==> src/rtl/instr_fetch_unit.sv <==
// instr_fetch_unit: instruction fetch stage of the multicycle RV32 core.
// Owns the PC, runs a req/ready read handshake with instruction memory,
// buffers the returned word and loads it into the instruction register.
// Optional feature macro: FETCH_MISALIGN_TRAP_EN (trap on misaligned branch
// targets instead of silently clearing the low address bits).
module instr_fetch_unit #(
    parameter int unsigned   PC_WIDTH = 32,
    parameter logic [31:0]   RESET_PC = 32'h0000_0000
) (
    input  logic                CLK,
    input  logic                RST,
    input  logic                reset_wire,
    input  logic                fetch_req,
    input  logic                write_pc,
    input  logic                pc_sel,
    input  logic [PC_WIDTH-1:0] branch_target,
    input  logic                write_instruction,
    output logic [PC_WIDTH-1:0] mem_addr,
    output logic                mem_rd,
    input  logic [PC_WIDTH-1:0] mem_rdata,
    input  logic                mem_ready,
    output logic                busy,
    output logic                fetch_done,
    output logic [PC_WIDTH-1:0] pc,
    output logic [PC_WIDTH-1:0] instr,
    output logic [6:0]          opcode,
    output logic [4:0]          rd,
    output logic [2:0]          funct3,
    output logic [4:0]          rs1,
    output logic [4:0]          rs2,
    output logic [6:0]          funct7,
    output logic                misaligned_err
);

    typedef enum logic [1:0] {
        IDLE = 2'd0,
        REQ  = 2'd1,
        DONE = 2'd2
    } state_t;

    state_t              r_state;
    state_t              w_state_next;
    logic [PC_WIDTH-1:0] r_pc;
    logic [PC_WIDTH-1:0] r_instr;
    logic [PC_WIDTH-1:0] r_fbuf;
    logic [PC_WIDTH-1:0] w_pc_plus4;
    logic [PC_WIDTH-1:0] w_target_aligned;
    logic                w_in_req;
    logic                w_pc_wr_ok;

    assign w_in_req         = (r_state == REQ);
    assign w_pc_wr_ok       = write_pc && !w_in_req;
    assign w_pc_plus4       = r_pc + PC_WIDTH'(4);
    assign w_target_aligned = {branch_target[PC_WIDTH-1:2], 2'b00};

    // State register; reset_wire aborts any fetch in progress
    always_ff @(posedge CLK or posedge RST) begin
        if (RST) begin
            r_state <= IDLE;
        end else if (reset_wire) begin
            r_state <= IDLE;
        end else begin
            r_state <= w_state_next;
        end
    end

    // Next-state and handshake outputs
    always_comb begin
        w_state_next = r_state;
        mem_rd       = 1'b0;
        busy         = 1'b0;
        fetch_done   = 1'b0;
        case (r_state)
            IDLE: begin
                if (fetch_req) begin
                    w_state_next = REQ;
                end
            end
            REQ: begin
                mem_rd = 1'b1;
                busy   = 1'b1;
                if (mem_ready) begin
                    w_state_next = DONE;
                end
            end
            DONE: begin
                fetch_done   = 1'b1;
                w_state_next = IDLE;
            end
            default: begin
                w_state_next = IDLE;
            end
        endcase
    end

    // Fetch buffer captures read data on the completing REQ edge
    always_ff @(posedge CLK or posedge RST) begin
        if (RST) begin
            r_fbuf <= '0;
        end else if (reset_wire) begin
            r_fbuf <= '0;
        end else if (w_in_req && mem_ready) begin
            r_fbuf <= mem_rdata;
        end
    end

    // Instruction register loads from the buffer outside REQ
    always_ff @(posedge CLK or posedge RST) begin
        if (RST) begin
            r_instr <= '0;
        end else if (reset_wire) begin
            r_instr <= '0;
        end else if (write_instruction && !w_in_req) begin
            r_instr <= r_fbuf;
        end
    end

`ifdef FETCH_MISALIGN_TRAP_EN
    logic r_misaligned;

    // PC update; a misaligned branch target is refused and flagged
    always_ff @(posedge CLK or posedge RST) begin
        if (RST) begin
            r_pc         <= PC_WIDTH'(RESET_PC);
            r_misaligned <= 1'b0;
        end else if (reset_wire) begin
            r_pc         <= PC_WIDTH'(RESET_PC);
            r_misaligned <= 1'b0;
        end else if (w_pc_wr_ok) begin
            if (!pc_sel) begin
                r_pc <= w_pc_plus4;
            end else if (branch_target[1:0] != 2'b00) begin
                r_misaligned <= 1'b1;
            end else begin
                r_pc <= branch_target;
            end
        end
    end

    assign misaligned_err = r_misaligned;
`else
    // PC update; branch targets are word-aligned by dropping the low bits
    always_ff @(posedge CLK or posedge RST) begin
        if (RST) begin
            r_pc <= PC_WIDTH'(RESET_PC);
        end else if (reset_wire) begin
            r_pc <= PC_WIDTH'(RESET_PC);
        end else if (w_pc_wr_ok) begin
            r_pc <= pc_sel ? w_target_aligned : w_pc_plus4;
        end
    end

    assign misaligned_err = 1'b0;
`endif

    assign mem_addr = r_pc;
    assign pc       = r_pc;
    assign instr    = r_instr;
    assign opcode   = r_instr[6:0];
    assign rd       = r_instr[11:7];
    assign funct3   = r_instr[14:12];
    assign rs1      = r_instr[19:15];
    assign rs2      = r_instr[24:20];
    assign funct7   = r_instr[31:25];

endmodule

==> config.mk <==
export PLATFORM = sky130hd
export DESIGN_NAME = instr_fetch_unit
export DESIGN_NICKNAME = d
export VERILOG_FILES = /design/src/rtl/instr_fetch_unit.sv
export SDC_FILE = /design/constraint.sdc
export NUM_CORES = 1
export LEC_CHECK = 0
export ABC_AREA = 0
export BUFFER_PORTS_ARGS = -buffer_cell sky130_fd_sc_hd__buf_2
export CAP_MARGIN = 20
export CORE_UTILIZATION = 35
export DETAILED_ROUTE_END_ITERATION = 10
export GPL_TIMING_DRIVEN = 0
export PLACE_DENSITY = 0.61
export SKIP_LAST_GASP = 1
export SYNTH_ARGS = -nofsm -noshare
export SYNTH_HDL_FRONTEND = slang
export SYNTH_SLANG_ARGS = --single-unit
==> constraint.sdc <==
create_clock -name CLK -period 4.01 [get_ports CLK]
set_clock_uncertainty 0.05 [all_clocks]
set_input_delay 1.0025 -clock CLK [delete_from_list [all_inputs] [get_ports CLK]]
set_output_delay 1.0025 -clock CLK [all_outputs]
set_load 0.005 [all_outputs]
# Word level (Yosys, flattened, before mapping)
# Index checks and enable logic that the tools add are counted.
# op_classes
n_addsub	1
n_eq_ne	4
mux	13
n_reduce_logical	9
# ops
operator	n
32-bit two-way mux	7
32-bit by 3-bit adder with 32-bit output (second input constant)	1
2-bit two-way mux	3
3-bit != test (second input constant)	2
2-bit nonzero test	3
2-bit case mux with 2 select lines	1
1-bit logical AND	3
2-bit by 1-bit equality test with 1-bit output (second input constant)	1
2-bit equality test (second input constant)	1
2-bit logical NOT	1
1-bit two-way mux	2
2-bit AND reduction	1
1-bit logical NOT	1
# word_totals
regBits	98
input_bits	72
elab_cells	31

# Longest topological paths before layout
# depth
depth_word	5
depth_mapped	7
ltp_nobuf	6

# Worst setup path after synthesis
# Ideal clock, no wire load.
# synth_timing
path_kind	input to register
from	input port reset_wire
to	register r_pc[29], in the netlist mem_addr[29]
t_arrival_ns	1.928
required_time_ns	3.873
path_slack_ns	1.945
stages	5
cell_sequence	nand3b_1 -> nor2_1 -> buf_2 -> nand2_1 -> o211ai_1
# synth_via
elab_chain_cells	1
elab_cells_between_ends	2
# synth_lines
element	line	rtl
start: declaration	12	input logic reset_wire,
32-bit two-way mux / 2-bit nonzero test (equally long branches)	-	
end signal: assignment	145	r_pc <= PC_WIDTH'(RESET_PC);
end signal: assignment	147	r_pc <= PC_WIDTH'(RESET_PC);
end signal: assignment	149	r_pc <= pc_sel ? w_target_aligned : w_pc_plus4;
end: declaration	43	logic [PC_WIDTH-1:0] r_pc;
# Parallel ways exist; a longest one is shown, timed or not.
# A chain may end at the register's enable or synchronous reset.

# Worst setup path after layout
# layout_timing
from	register r_state[1]
to	output port mem_rd
# layout_via
elab_chain_cells	2
# layout_lines
element	line	rtl
start: declaration	41	state_t r_state;
start signal: assignment	63	r_state <= w_state_next;
2-bit by 1-bit equality test with 1-bit output	73	case (r_state)
1-bit two-way mux	73	
end: declaration	19	output logic mem_rd,
# No other way between the ends.

==> impl_metrics.toml <==
[power]
leakage_nw = 3.40
vdd_drop_max_uv = 158
power.density_mw_per_mm2 = 337
total_power_mw = 2.21

[worst_setup_path]
critPathMaxStageDelay_ns = 0.38
crit_fanout = 7
cp-start-kind = "flip-flop"
worstReg2RegEnd = "mem_addr[31]"
worstSetupEndpointType = "output port"
crit_chain = "nand2b_1, inv_1, buf_4, buf_2"
slowest_stage = "dfrtp_1"
crit_required_ns = 2.96
critPathKind = "reg -> out"
rr_worst_depth = 5
r2r_slack_ns = 1.72
cp.arrival_ns = 1.43
r2r-start = "mem_addr[4]"

[logic_synthesis]
synth_seq_cells = 96
yosysTopAreaCell = "dfrtp_1"
syn_inst = 585
synth_area_leaders = "dfrtp_1 48%, nand2_1 11%, buf_4 10%, a21oi_1 8.0%, o21ai_1 2.7%"
yosysWarnings = 0
syn-cell-area_sq_mm = 0.00499
synth_top_area_share_pct = 48.1
yosysUniqueCellTypes = 42
syn_avg_cell_area_sq_um = 8.53
yosysSeqAreaShare_pct = 48.1

[clocking]
postCtsHoldBufs = 0
cts_htree_levels = 3
cts_sinks = 96
postCtsSetupBuffers = 0
cts_buffer_depth = 2
insertion_delay_ns = 0.35
cts_buffers = 9
clockRootBuffer = "clkbuf_16"
path_clk_slew_ns = 0.07
cts_tree = "yes"
cts_resized = 0

[route]
wire_per_inst_um = 14.7
antenna_left = 0
wl_um = 14500
m1WireLength_um = 6280
top_layer = "met4"
wl_met2_um = 6970
drt-vias-per-instance = 4.92
firstDrtPassIters = 6
route.met3.wl_um = 911
drt-initial-drc-count = 255
vias = 4829
drc = 0

[sta]
layout_min_cycle_time_ns = 2.49
worst-slew-pin-transition_ns = 0.773
max_slew_margin_pct = 48.0
rsz0062_at_grt = "false"
timing.final.crit_share_pct = 62.0
timing_hold_violations_final = 0
setup_viol = 0
finalMaxSlewViolations = 0
clock.fmax_mhz = 402

[finish]
mostFrequentLayoutCells = "199 x buf_2, 148 x nand2_1, 96 x dfrtp_1"
final-seq-area_sq_mm = 0.00240
multiInputGateArea_sq_mm = 0.00194
layout-drive-gt1-share_pct = 36.2
antennaDiodeCount = 0
fillers = 1421
final_common_cell = "buf_2"
final_area_sq_mm = 0.00655
nets = 870
area_delta_synth_final_pct = 31.2

[place]
dp_hpwl_um = 10700
routabilityCongestion = 0.845
io_buffers = 196
dpl-instance-area_sq_mm = 0.00624

[worst_hold_path]
hold_path_class = "reg -> reg"
worst_hold_path.endpoint = "r_state[1]"
worstHoldStart = "r_state[1]"
holdPathStages = 1

[die]
coreArea_sq_mm = 0.0139
die_h_um = 121
die-area_sq_mm = 0.0147
start_util_pct = 36.0
ios = 204
die_w_um = 121
std_cell_rows = 43

[global_routing]
grt_remaining_overflow = 0
grt_pass1_wl_um = 22400
grt_pass1_vias = 4443
grt_max_degree = 67
grt_use_total_pct = 19.8
antenna_found_initial = 0

[status]
status = "completed"

[run]
maxCapViolations = 0
==> per-stage QoR <==
stage	setup TNS [ns]	cells	utilization [%]	worst slack (ns)	hold slack, ns
finish	0	982	47.2	1.52	0.424
global route	0	982	47.2	1.41	0.447
CTS	0	982	47.2	1.49	0.426
detailed placement	0	966	45.0	1.30	0.419
global placement	-72.43	965	44.8	-0.764	0.398
floorplan	0	589	-	0.452	0.383
==> how the worst max path moves through the flow <==
stage,endpoint,startpoint,slack [ns]
CTS,mem_rd,r_state[1],1.49
global route,mem_rd,r_state[1],1.41
finish,mem_rd,r_state[1],1.52
floorplan,instr[0],RST,0.45
global placement,instr[8],RST,-0.76
detailed placement,mem_addr[25],reset_wire,1.30
==> layout make-up <==
cell class	instances	share of cell area, %
buffer	100	9.69
clock buffer	10	3.65
inverter	8	0.497
clock inverter	6	0.994
sequential	96	36.7
tap	180	3.44
multi-input combinational	385	29.6
timing repair buffer	197	15.4
==> logic make-up after synthesis <==
| family | Yosys count | share of synthesized area, % |
|---|---|---|
| muxes | 3 | 0.602 |
| other | 1 | 0.0751 |
| and+or+nand+nor | 227 | 20.6 |
| buffers and inverters | 108 | 13.3 |
| DFF | 96 | 48.1 |
| xor gates and xnor gates | 7 | 1.23 |
| adders and majority gates | 1 | 0.251 |
| AOI/OAI and AO/OA | 142 | 15.8 |
==> worst max-delay path: cells and delay by family, from the launching register on <==
kind                   cells  cell delay, ns
buffers and inverters      3            0.41
DFF                        1            0.38
and+or+nand+nor            1            0.29
==> metal layers <==
metal	track usage, %	vias to the layer above
li1	-	2344
met1	24.8	2269
met2	33.7	194
met3	3.10	22
met4	8.33	0
met5	0	-
==> report_power, final <==
part           switching [mW]  leakage, nW  internal, mW  total (mW)
Combinational           0.152         1.93         0.120       0.272
Sequential             0.0420         1.32          1.00        1.04
Clock                   0.390        0.149         0.503       0.893
Total                   0.584         3.40          1.62        2.21
==> cells in the mapped netlist (all sizes together) <==
master	count
o211ai	3
a22oi	15
and4	2
conb	1
nand3	15
a31oi	2
nor3	7
nor2	24
buf	74
nand3b	1
inv	8
o31a	1
or3	1
a21oi	80
nor4	7
xor2	7
dfrtp	96
ha	1
or4	2
and2	3
nor2b	1
nand2b	1
o21ai	31
clkbuf	26
nand4	11
o2bb2ai	1
nand2	148
o21bai	1
o22ai	3
mux2i	3
o311ai	1
a32oi	4
nand4b	1
and3	3
==> sequential cells by signal, summed over array words and instances, names as in the netlist <==
| signal | flops |
|---|---|
| instr | 32 |
| r_fbuf | 32 |
| r_state | 2 |
| mem_addr | 30 |
No activity file was read; power rests on OpenSTA's default activity.
